`src/rtl/fetch_pkg_defs.sv`:
```
// Shared definitions for the fetch packetizer: FSM state encoding, default
// header byte and the checksum helper.
package fetch_pkg_defs;

  localparam logic [2:0] ST_IDLE = 3'd0;
  localparam logic [2:0] ST_HEAD = 3'd1;
  localparam logic [2:0] ST_MODB = 3'd2;
  localparam logic [2:0] ST_WAIT = 3'd3;
  localparam logic [2:0] ST_PHI  = 3'd4;
  localparam logic [2:0] ST_PLO  = 3'd5;
  localparam logic [2:0] ST_SUM  = 3'd6;

  localparam logic [7:0] HEAD_BYTE_DEF = 8'hA5;

  function automatic logic [7:0] sum8(input logic [7:0] acc, input logic [7:0] b);
    return acc + b;
  endfunction

endpackage

```
`src/rtl/fetch_word_fifo.sv`:
```
// Synchronous 16-bit word FIFO with first-word-fall-through read data.
// A push while full is accepted when a pop happens in the same cycle.
module fetch_word_fifo #(
  parameter int DEPTH = 4
) (
  input  logic        clk_i,
  input  logic        rst_ni,
  input  logic        flush_i,
  input  logic        push_i,
  input  logic        pop_i,
  input  logic [15:0] wdata_i,
  output logic [15:0] rdata_o,
  output logic        full_o,
  output logic        empty_o
);

  localparam int AW = $clog2(DEPTH);

  logic [15:0] mem_q [DEPTH];
  logic [AW:0] wr_ptr_q;
  logic [AW:0] rd_ptr_q;
  logic        wr_en_s;
  logic        rd_en_s;

  assign empty_o = (wr_ptr_q == rd_ptr_q);
  assign full_o  = (wr_ptr_q[AW] != rd_ptr_q[AW]) &&
                   (wr_ptr_q[AW-1:0] == rd_ptr_q[AW-1:0]);
  assign rdata_o = mem_q[rd_ptr_q[AW-1:0]];
  assign wr_en_s = push_i && (!full_o || pop_i);
  assign rd_en_s = pop_i && !empty_o;

  // Pointers carry one extra wrap bit to tell full from empty.
  always_ff @(posedge clk_i) begin
    if (!rst_ni) begin
      wr_ptr_q <= '0;
      rd_ptr_q <= '0;
    end else if (flush_i) begin
      wr_ptr_q <= '0;
      rd_ptr_q <= '0;
    end else begin
      if (wr_en_s) begin
        wr_ptr_q <= wr_ptr_q + {{AW{1'b0}}, 1'b1};
      end
      if (rd_en_s) begin
        rd_ptr_q <= rd_ptr_q + {{AW{1'b0}}, 1'b1};
      end
    end
  end

  always_ff @(posedge clk_i) begin
    if (wr_en_s) begin
      mem_q[wr_ptr_q[AW-1:0]] <= wdata_i;
    end
  end

endmodule

```
`src/rtl/fetch_pkg.sv`:
```
// Packetizer: header, module byte, payload bytes (word MSB first) and, with
// FETCH_PKG_SUM_EN defined, a trailing modulo-256 payload checksum byte.
module fetch_pkg
  import fetch_pkg_defs::*;
#(
  parameter int         FIFO_DEPTH = 4,
  parameter logic [7:0] HEAD_BYTE  = HEAD_BYTE_DEF
) (
  input  logic        clk_sys,
  input  logic        rst_n,
  input  logic        fire_sync,
  input  logic [15:0] len_pkg,
  input  logic [5:0]  mod_id,
  input  logic [15:0] rx_data,
  input  logic        rx_vld,
  output logic [7:0]  pkg_data,
  output logic        pkg_vld,
  output logic        pkg_frm,
  output logic        busy,
  output logic        err_ovf
);

`ifdef FETCH_PKG_SUM_EN
  localparam logic [2:0] ST_DONE = ST_SUM;
`else
  localparam logic [2:0] ST_DONE = ST_IDLE;
`endif

  logic [2:0]  state_q, state_d;
  logic [14:0] nwords_q, nwords_d;
  logic [14:0] acc_q, acc_d;
  logic [14:0] sent_q, sent_d;
  logic [5:0]  mod_q, mod_d;
  logic [7:0]  lo_q, lo_d;
  logic [7:0]  data_q, data_d;
  logic        vld_q, vld_d;
  logic        frm_q, frm_d;
  logic        err_q, err_d;
`ifdef FETCH_PKG_SUM_EN
  logic [7:0]  sum_q, sum_d;
`endif

  logic        wr_req_s;
  logic        fifo_push_s;
  logic        fifo_pop_s;
  logic        fifo_flush_s;
  logic        fifo_full_s;
  logic        fifo_empty_s;
  logic [15:0] fifo_rdata_s;
  logic        len_unused_s;

  assign len_unused_s = len_pkg[0];

  fetch_word_fifo #(
    .DEPTH (FIFO_DEPTH)
  ) u_fifo (
    .clk_i   (clk_sys),
    .rst_ni  (rst_n),
    .flush_i (fifo_flush_s),
    .push_i  (fifo_push_s),
    .pop_i   (fifo_pop_s),
    .wdata_i (rx_data),
    .rdata_o (fifo_rdata_s),
    .full_o  (fifo_full_s),
    .empty_o (fifo_empty_s)
  );

  always_comb begin
    state_d    = state_q;
    nwords_d   = nwords_q;
    mod_d      = mod_q;
    sent_d     = sent_q;
    fifo_pop_s = 1'b0;
    case (state_q)
      ST_IDLE: begin
        if (fire_sync) begin
          state_d  = ST_HEAD;
          nwords_d = len_pkg[15:1];
          mod_d    = mod_id;
          sent_d   = 15'd0;
        end else begin
          state_d = ST_IDLE;
        end
      end
      ST_HEAD: state_d = ST_MODB;
      ST_MODB: begin
        if (nwords_q == 15'd0) begin
          state_d = ST_DONE;
        end else begin
          state_d = ST_WAIT;
        end
      end
      ST_WAIT: begin
        if (!fifo_empty_s) begin
          fifo_pop_s = 1'b1;
          state_d    = ST_PHI;
        end else begin
          state_d = ST_WAIT;
        end
      end
      ST_PHI: state_d = ST_PLO;
      ST_PLO: begin
        sent_d = sent_q + 15'd1;
        if (sent_d == nwords_q) begin
          state_d = ST_DONE;
        end else if (!fifo_empty_s) begin
          fifo_pop_s = 1'b1;
          state_d    = ST_PHI;
        end else begin
          state_d = ST_WAIT;
        end
      end
`ifdef FETCH_PKG_SUM_EN
      ST_SUM: state_d = ST_IDLE;
`endif
      default: state_d = ST_IDLE;
    endcase
  end

  // Output byte is chosen from the next state so it is registered with it.
  always_comb begin
    wr_req_s     = rx_vld && (state_q != ST_IDLE) && (acc_q < nwords_q);
    fifo_push_s  = wr_req_s && (!fifo_full_s || fifo_pop_s);
    fifo_flush_s = (state_q != ST_IDLE) && (state_d == ST_IDLE);
    err_d        = err_q | (wr_req_s && fifo_full_s && !fifo_pop_s);
    if (state_q == ST_IDLE) begin
      acc_d = 15'd0;
    end else if (fifo_push_s) begin
      acc_d = acc_q + 15'd1;
    end else begin
      acc_d = acc_q;
    end
    if (fifo_pop_s) begin
      lo_d = fifo_rdata_s[7:0];
    end else begin
      lo_d = lo_q;
    end
    vld_d = 1'b1;
    frm_d = 1'b1;
    case (state_d)
      ST_HEAD: data_d = HEAD_BYTE;
      ST_MODB: data_d = {2'b00, mod_q};
      ST_PHI:  data_d = fifo_rdata_s[15:8];
      ST_PLO:  data_d = lo_q;
`ifdef FETCH_PKG_SUM_EN
      ST_SUM:  data_d = sum_q;
`endif
      ST_WAIT: begin
        data_d = 8'h00;
        vld_d  = 1'b0;
      end
      default: begin
        data_d = 8'h00;
        vld_d  = 1'b0;
        frm_d  = 1'b0;
      end
    endcase
`ifdef FETCH_PKG_SUM_EN
    if (state_q == ST_IDLE) begin
      sum_d = 8'h00;
    end else if ((state_d == ST_PHI) || (state_d == ST_PLO)) begin
      sum_d = sum8(sum_q, data_d);
    end else begin
      sum_d = sum_q;
    end
`endif
  end

  always_ff @(posedge clk_sys) begin
    if (!rst_n) begin
      state_q  <= ST_IDLE;
      nwords_q <= 15'd0;
      acc_q    <= 15'd0;
      sent_q   <= 15'd0;
      mod_q    <= 6'd0;
      lo_q     <= 8'h00;
      data_q   <= 8'h00;
      vld_q    <= 1'b0;
      frm_q    <= 1'b0;
      err_q    <= 1'b0;
`ifdef FETCH_PKG_SUM_EN
      sum_q    <= 8'h00;
`endif
    end else begin
      state_q  <= state_d;
      nwords_q <= nwords_d;
      acc_q    <= acc_d;
      sent_q   <= sent_d;
      mod_q    <= mod_d;
      lo_q     <= lo_d;
      data_q   <= data_d;
      vld_q    <= vld_d;
      frm_q    <= frm_d;
      err_q    <= err_d;
`ifdef FETCH_PKG_SUM_EN
      sum_q    <= sum_d;
`endif
    end
  end

  assign pkg_data = data_q;
  assign pkg_vld  = vld_q;
  assign pkg_frm  = frm_q;
  assign busy     = (state_q != ST_IDLE);
  assign err_ovf  = err_q;

endmodule
```
`config.mk`:
```
export PLATFORM = sky130hd
export DESIGN_NAME = fetch_pkg
export DESIGN_NICKNAME = d
export VERILOG_FILES = /design/src/rtl/fetch_pkg_defs.sv /design/src/rtl/fetch_word_fifo.sv /design/src/rtl/fetch_pkg.sv
export SDC_FILE = /design/constraint.sdc
export NUM_CORES = 1
export LEC_CHECK = 0
export CAP_MARGIN = 20
export CORE_ASPECT_RATIO = 0.6
export CORE_MARGIN = 5
export CORE_UTILIZATION = 55
export DETAILED_ROUTE_END_ITERATION = 8
export PLACE_DENSITY = 0.76
export SLEW_MARGIN = 20
export SYNTH_ARGS = -nofsm -noshare
export SYNTH_HDL_FRONTEND = slang
export SYNTH_SLANG_ARGS = --single-unit
```
`constraint.sdc`:
```
create_clock -name clk_sys -period 5.08 [get_ports clk_sys]
set_clock_uncertainty 0.1 [all_clocks]
set_input_delay 1.016 -clock clk_sys [delete_from_list [all_inputs] [get_ports clk_sys]]
set_output_delay 1.016 -clock clk_sys [all_outputs]
set_load 0.005 [all_outputs]
```
==> metrics.md <==
| Metric | Value |
|---|---|
| Hold WC Path Type | `reg2reg` |
| Data required time of the critical path | `5.02 ns` |
| Clock latency reported for the late side of the worst-skew pair | `0.42 ns` |
| Number of endpoints failing setup at the final stage | `0` |
| Number of top-level pins | `54` |
| Total congestion overflow | `0` |
| Clock transition at the registers of the reported paths | `roughly 0.060 ns` |
| Internal power component | `2.14 mW` |
| Minimum period implied by the final worst setup slack | `approximately 3.9 ns` |
| Buffer type at the clock tree root | `sky130_fd_sc_hd__clkbuf_16` |
| Critical Path Max Stage Delay | `0.84 ns` |
| CP cell instances | `ha_1 -> nand3_1 -> or3_1 -> a32oi_1 -> a211o_1 -> or4_1 -> and3_1` |
| Sequential share of power | `45.0%` |
| Number of iterations in the first detailed-routing pass | `5` |
| Horizontal die dimension | `158 um` |
| Synthesis Warnings | `0` |
| Clock tree from TritonCTS | `done` |
| Portion of synthesized cell area occupied by the leading cell type | `26.6%` |
| Combinational power share | `11.1%` |
| Total buffers and inverters traversed by the critical path | `0` |
| RSZ-0062 raised after global routing | `no` |
| Share of post-route cells with drive strength above 1 | `under 10%` |
| Number of maximum-capacitance violations | `0` |
| Vias in the first global route | `around 5400` |
| Vias | `5679` |
| Area added between synthesis and finish | `16.5%` |
| Number of buffers added by the clock tree synthesis step | `17` |
| Routed wirelength normalized by instance count | `19.6 um` |
| Yosys reg bits | `145` |
| Final antenna diode count | `0` |
| Gate count after technology mapping | `701` |
| Register area | `3540 sq um` |
| Cell at the slowest stage of the critical path | `sky130_fd_sc_hd__and3_1` |
| Number of slew-limit violations in the final report | `0` |
| Number of cell rows | `32` |
| Worst R2R Setup Slack | `1.17 ns` |
| DRC violations left | `0` |
| Antenna Nets Post-Route | `0` |
| Dominant register cell in the synthesized netlist | `sky130_fd_sc_hd__dfxtp_1` |
| Global router's overall resource usage | `24.1%` |
| Synth Cell Area | `7240 sq um` |
| Post-synth EDFFs | `64` |
| Clock sink count | `145` |
| Net switching share of the total power | `roughly a quarter` |
| Core Footprint | `roughly 13000 sq um` |
| CP top delay family | `simple AND/OR/NAND/NOR gates` |
| Initial antenna violation count | `0` |
| Start-to-end type of the worst setup path | `reg2reg` |
| Number of levels in the clock H-tree | `4` |
| Power share of the clock group | `a little over two fifths` |
| Last weighted congestion value of the routability-driven placer | `0.892` |
| Cells resized by post-CTS repair | `0` |
| Final worst hold slack | `roughly 0.36 ns` |
| Largest area contributor in the synthesized netlist | `sky130_fd_sc_hd__edfxtp_1` |
| Worst slew pin tran | `0.967 ns` |
| Wire length after detailed routing | `about 18000 um` |
| Pin count of the biggest net entering global routing | `49` |
| Hold path cells | `2` |
| Switching pwr | `768 uW` |
| Fmax | `0.256 GHz` |
| Endpoint kind of the worst setup timing path | `flop` |
| Maximum clock path buffer count | `2` |
| Post-CTS setup repair buffer count | `0` |
| Launching element type of the critical path | `flop` |
| Period Utilization, post-route | `76.9%` |
| Iter 0 DRT Violations | `approximately 640` |
| Number of cells on the worst reg-to-reg path | `7` |
| Synthesized Nets | `764` |
| Worst slew margin relative to its limit | `between 30% and 40%` |
| Crit path depth | `7` |
| Power density normalized to cell area | `~340 nW/um^2` |
| Worst IR drop on VDD | `0.230 mV` |
| Die H | `98.9 um` |
| Most area-consuming cells after synthesis | `sky130_fd_sc_hd__edfxtp_1 27%, sky130_fd_sc_hd__dfxtp_1 22%, sky130_fd_sc_hd__mux4_2 5.0%` |
| DP Wirelength | `12500 um` |
| Number of hold violations in the final report | `0` |
| Total number of nets in the final design | `797` |
| Leakage power | `2.98 nW` |
| Number of library cell types mapped by synthesis | `66` |
| Outcome | `finished, final reports clean` |
| Setup TNS | `0 ns` |
| Average footprint of a synthesized cell | `10.3 sq um` |
| Post-CTS Hold Buffers | `0` |
| Multi-input combinational cell area | `3400 sq um` |
| Starting utilization of the core area | `56.3%` |
| Number of buffers added on ports | `between 50 and 60` |
| Crit path max fanout | `16` |
| Number of vias per cell after detailed routing | `6.19` |
| Floorplan die area | `about 16000 sq um` |
| Fill cell total of the finished layout | `956` |
| Sequential share of the synthesized area | `49.0%` |
| Worst EP arrival | `3.85 ns` |
| Global-route wire length before repair | `roughly 30000 um` |
| Async set-or-reset flop fraction in the synthesized netlist | `0%` |
## through the flow
step,std cells,utilization [%],worst slack (ns),power [mW],cell area (sq um)
CTS,917,65.6,1.15,2.91,8430
global route,917,65.6,0.874,3.01,8430
global placement,885,61.0,1.39,1.63,7840
floorplan,701,-,1.27,1.52,7240
finish,917,65.6,1.17,2.90,8430
detailed placement,885,61.0,1.21,1.65,7840
## final cells by class
| type | count | area share (%) |
|---|---|---|
| repair buffers | 60 | 6.89 |
| inverters | 26 | 1.16 |
| flip-flops and latches | 145 | 42.0 |
| clock inverters | 14 | 1.97 |
| clock buffers | 18 | 5.09 |
| multi-input cells | 484 | 40.3 |
| well taps | 170 | 2.52 |
## metal layers
layer  vias up  track usage [%]  share of wire, %
met2       219             34.5                44
li1       2672                -                 -
met5         -                0                 0
met1      2772             37.6                48
met4         0             5.31              0.72
met3        16             4.70               7.8
## cell usage in the layout (no fill, tap or decap), types with 18 or more instances in the layout
cell,n
sky130_fd_sc_hd__nand3_1,18
sky130_fd_sc_hd__inv_1,26
sky130_fd_sc_hd__dfxtp_1,81
sky130_fd_sc_hd__nand2_1,85
sky130_fd_sc_hd__nor2_1,32
sky130_fd_sc_hd__a21oi_1,43
sky130_fd_sc_hd__o21ai_0,23
sky130_fd_sc_hd__ha_1,21
sky130_fd_sc_hd__clkdlybuf4s50_1,52
sky130_fd_sc_hd__edfxtp_1,64
sky130_fd_sc_hd__a21boi_0,29
## kinds of logic (layout without fill, tap and decap cells)
group	Yosys count	in the layout	share of synthesized area, %
AO/OA/AOI/OAI	188	188	17.6
XOR/XNOR	22	22	2.66
adder cells (fa/ha/maj)	21	21	3.63
buffers and inverters	72	118	4.11
flip-flops	145	145	49.0
multiplexers	23	23	5.95
AND/OR/NAND/NOR	230	230	17.0
## sequential cells by signal, summed over array words and instances, names as in the netlist, 6 cells and up, named ones only
| signal | cells |
|---|---|
| lo_q | 8 |
| acc_q | 15 |
| nwords_q | 15 |
| pkg_data | 8 |
| u_fifo.mem_q | 64 |
| sent_q | 15 |
| mod_q | 6 |
## worst register-to-register path, delay by kind of cell (launching register included)
kind	cells	cell delay, ns
AO/OA/AOI/OAI	2	0.57
adder cells (fa/ha/maj)	1	0.41
AND/OR/NAND/NOR	4	1.97
flip-flops	1	0.45
## power groups by stage
stage	sequential, mW	clock [mW]	combinational (mW)
final	1.31	1.27	0.324
after global routing	1.31	1.34	0.354
after CTS	1.30	1.28	0.320
after detailed placement	1.33	0	0.316
after global placement	1.33	0	0.307
after floorplan	1.31	0	0.210
## worst paths after layout
check / from / to
setup reg to reg: sent_q[0] / u_fifo.mem_q[1][8]
setup / recovery: sent_q[0] / u_fifo.mem_q[1][8]
hold reg to reg: err_ovf / err_ovf
hold / removal: err_ovf / err_ovf
## synth_stat cells (all sizes together) (7+ instances only)
cell type	n
nand2	85
dfxtp	81
edfxtp	64
a21oi	43
a21boi	35
clkbuf	33
nor2	32
o21ai	28
inv	26
ha	21
nand3	19
mux4	16
o211ai	16
o21a	15
xnor2	15
buf	13
nor4	13
and3	11
nor3	11
nor2b	9
or4	9
o211a	8
o31ai	8
and4	7
mux2i	7
nand2b	7
nand4	7
or3	7
xor2	7
Note: power is estimated with default switching activity, not from simulation.
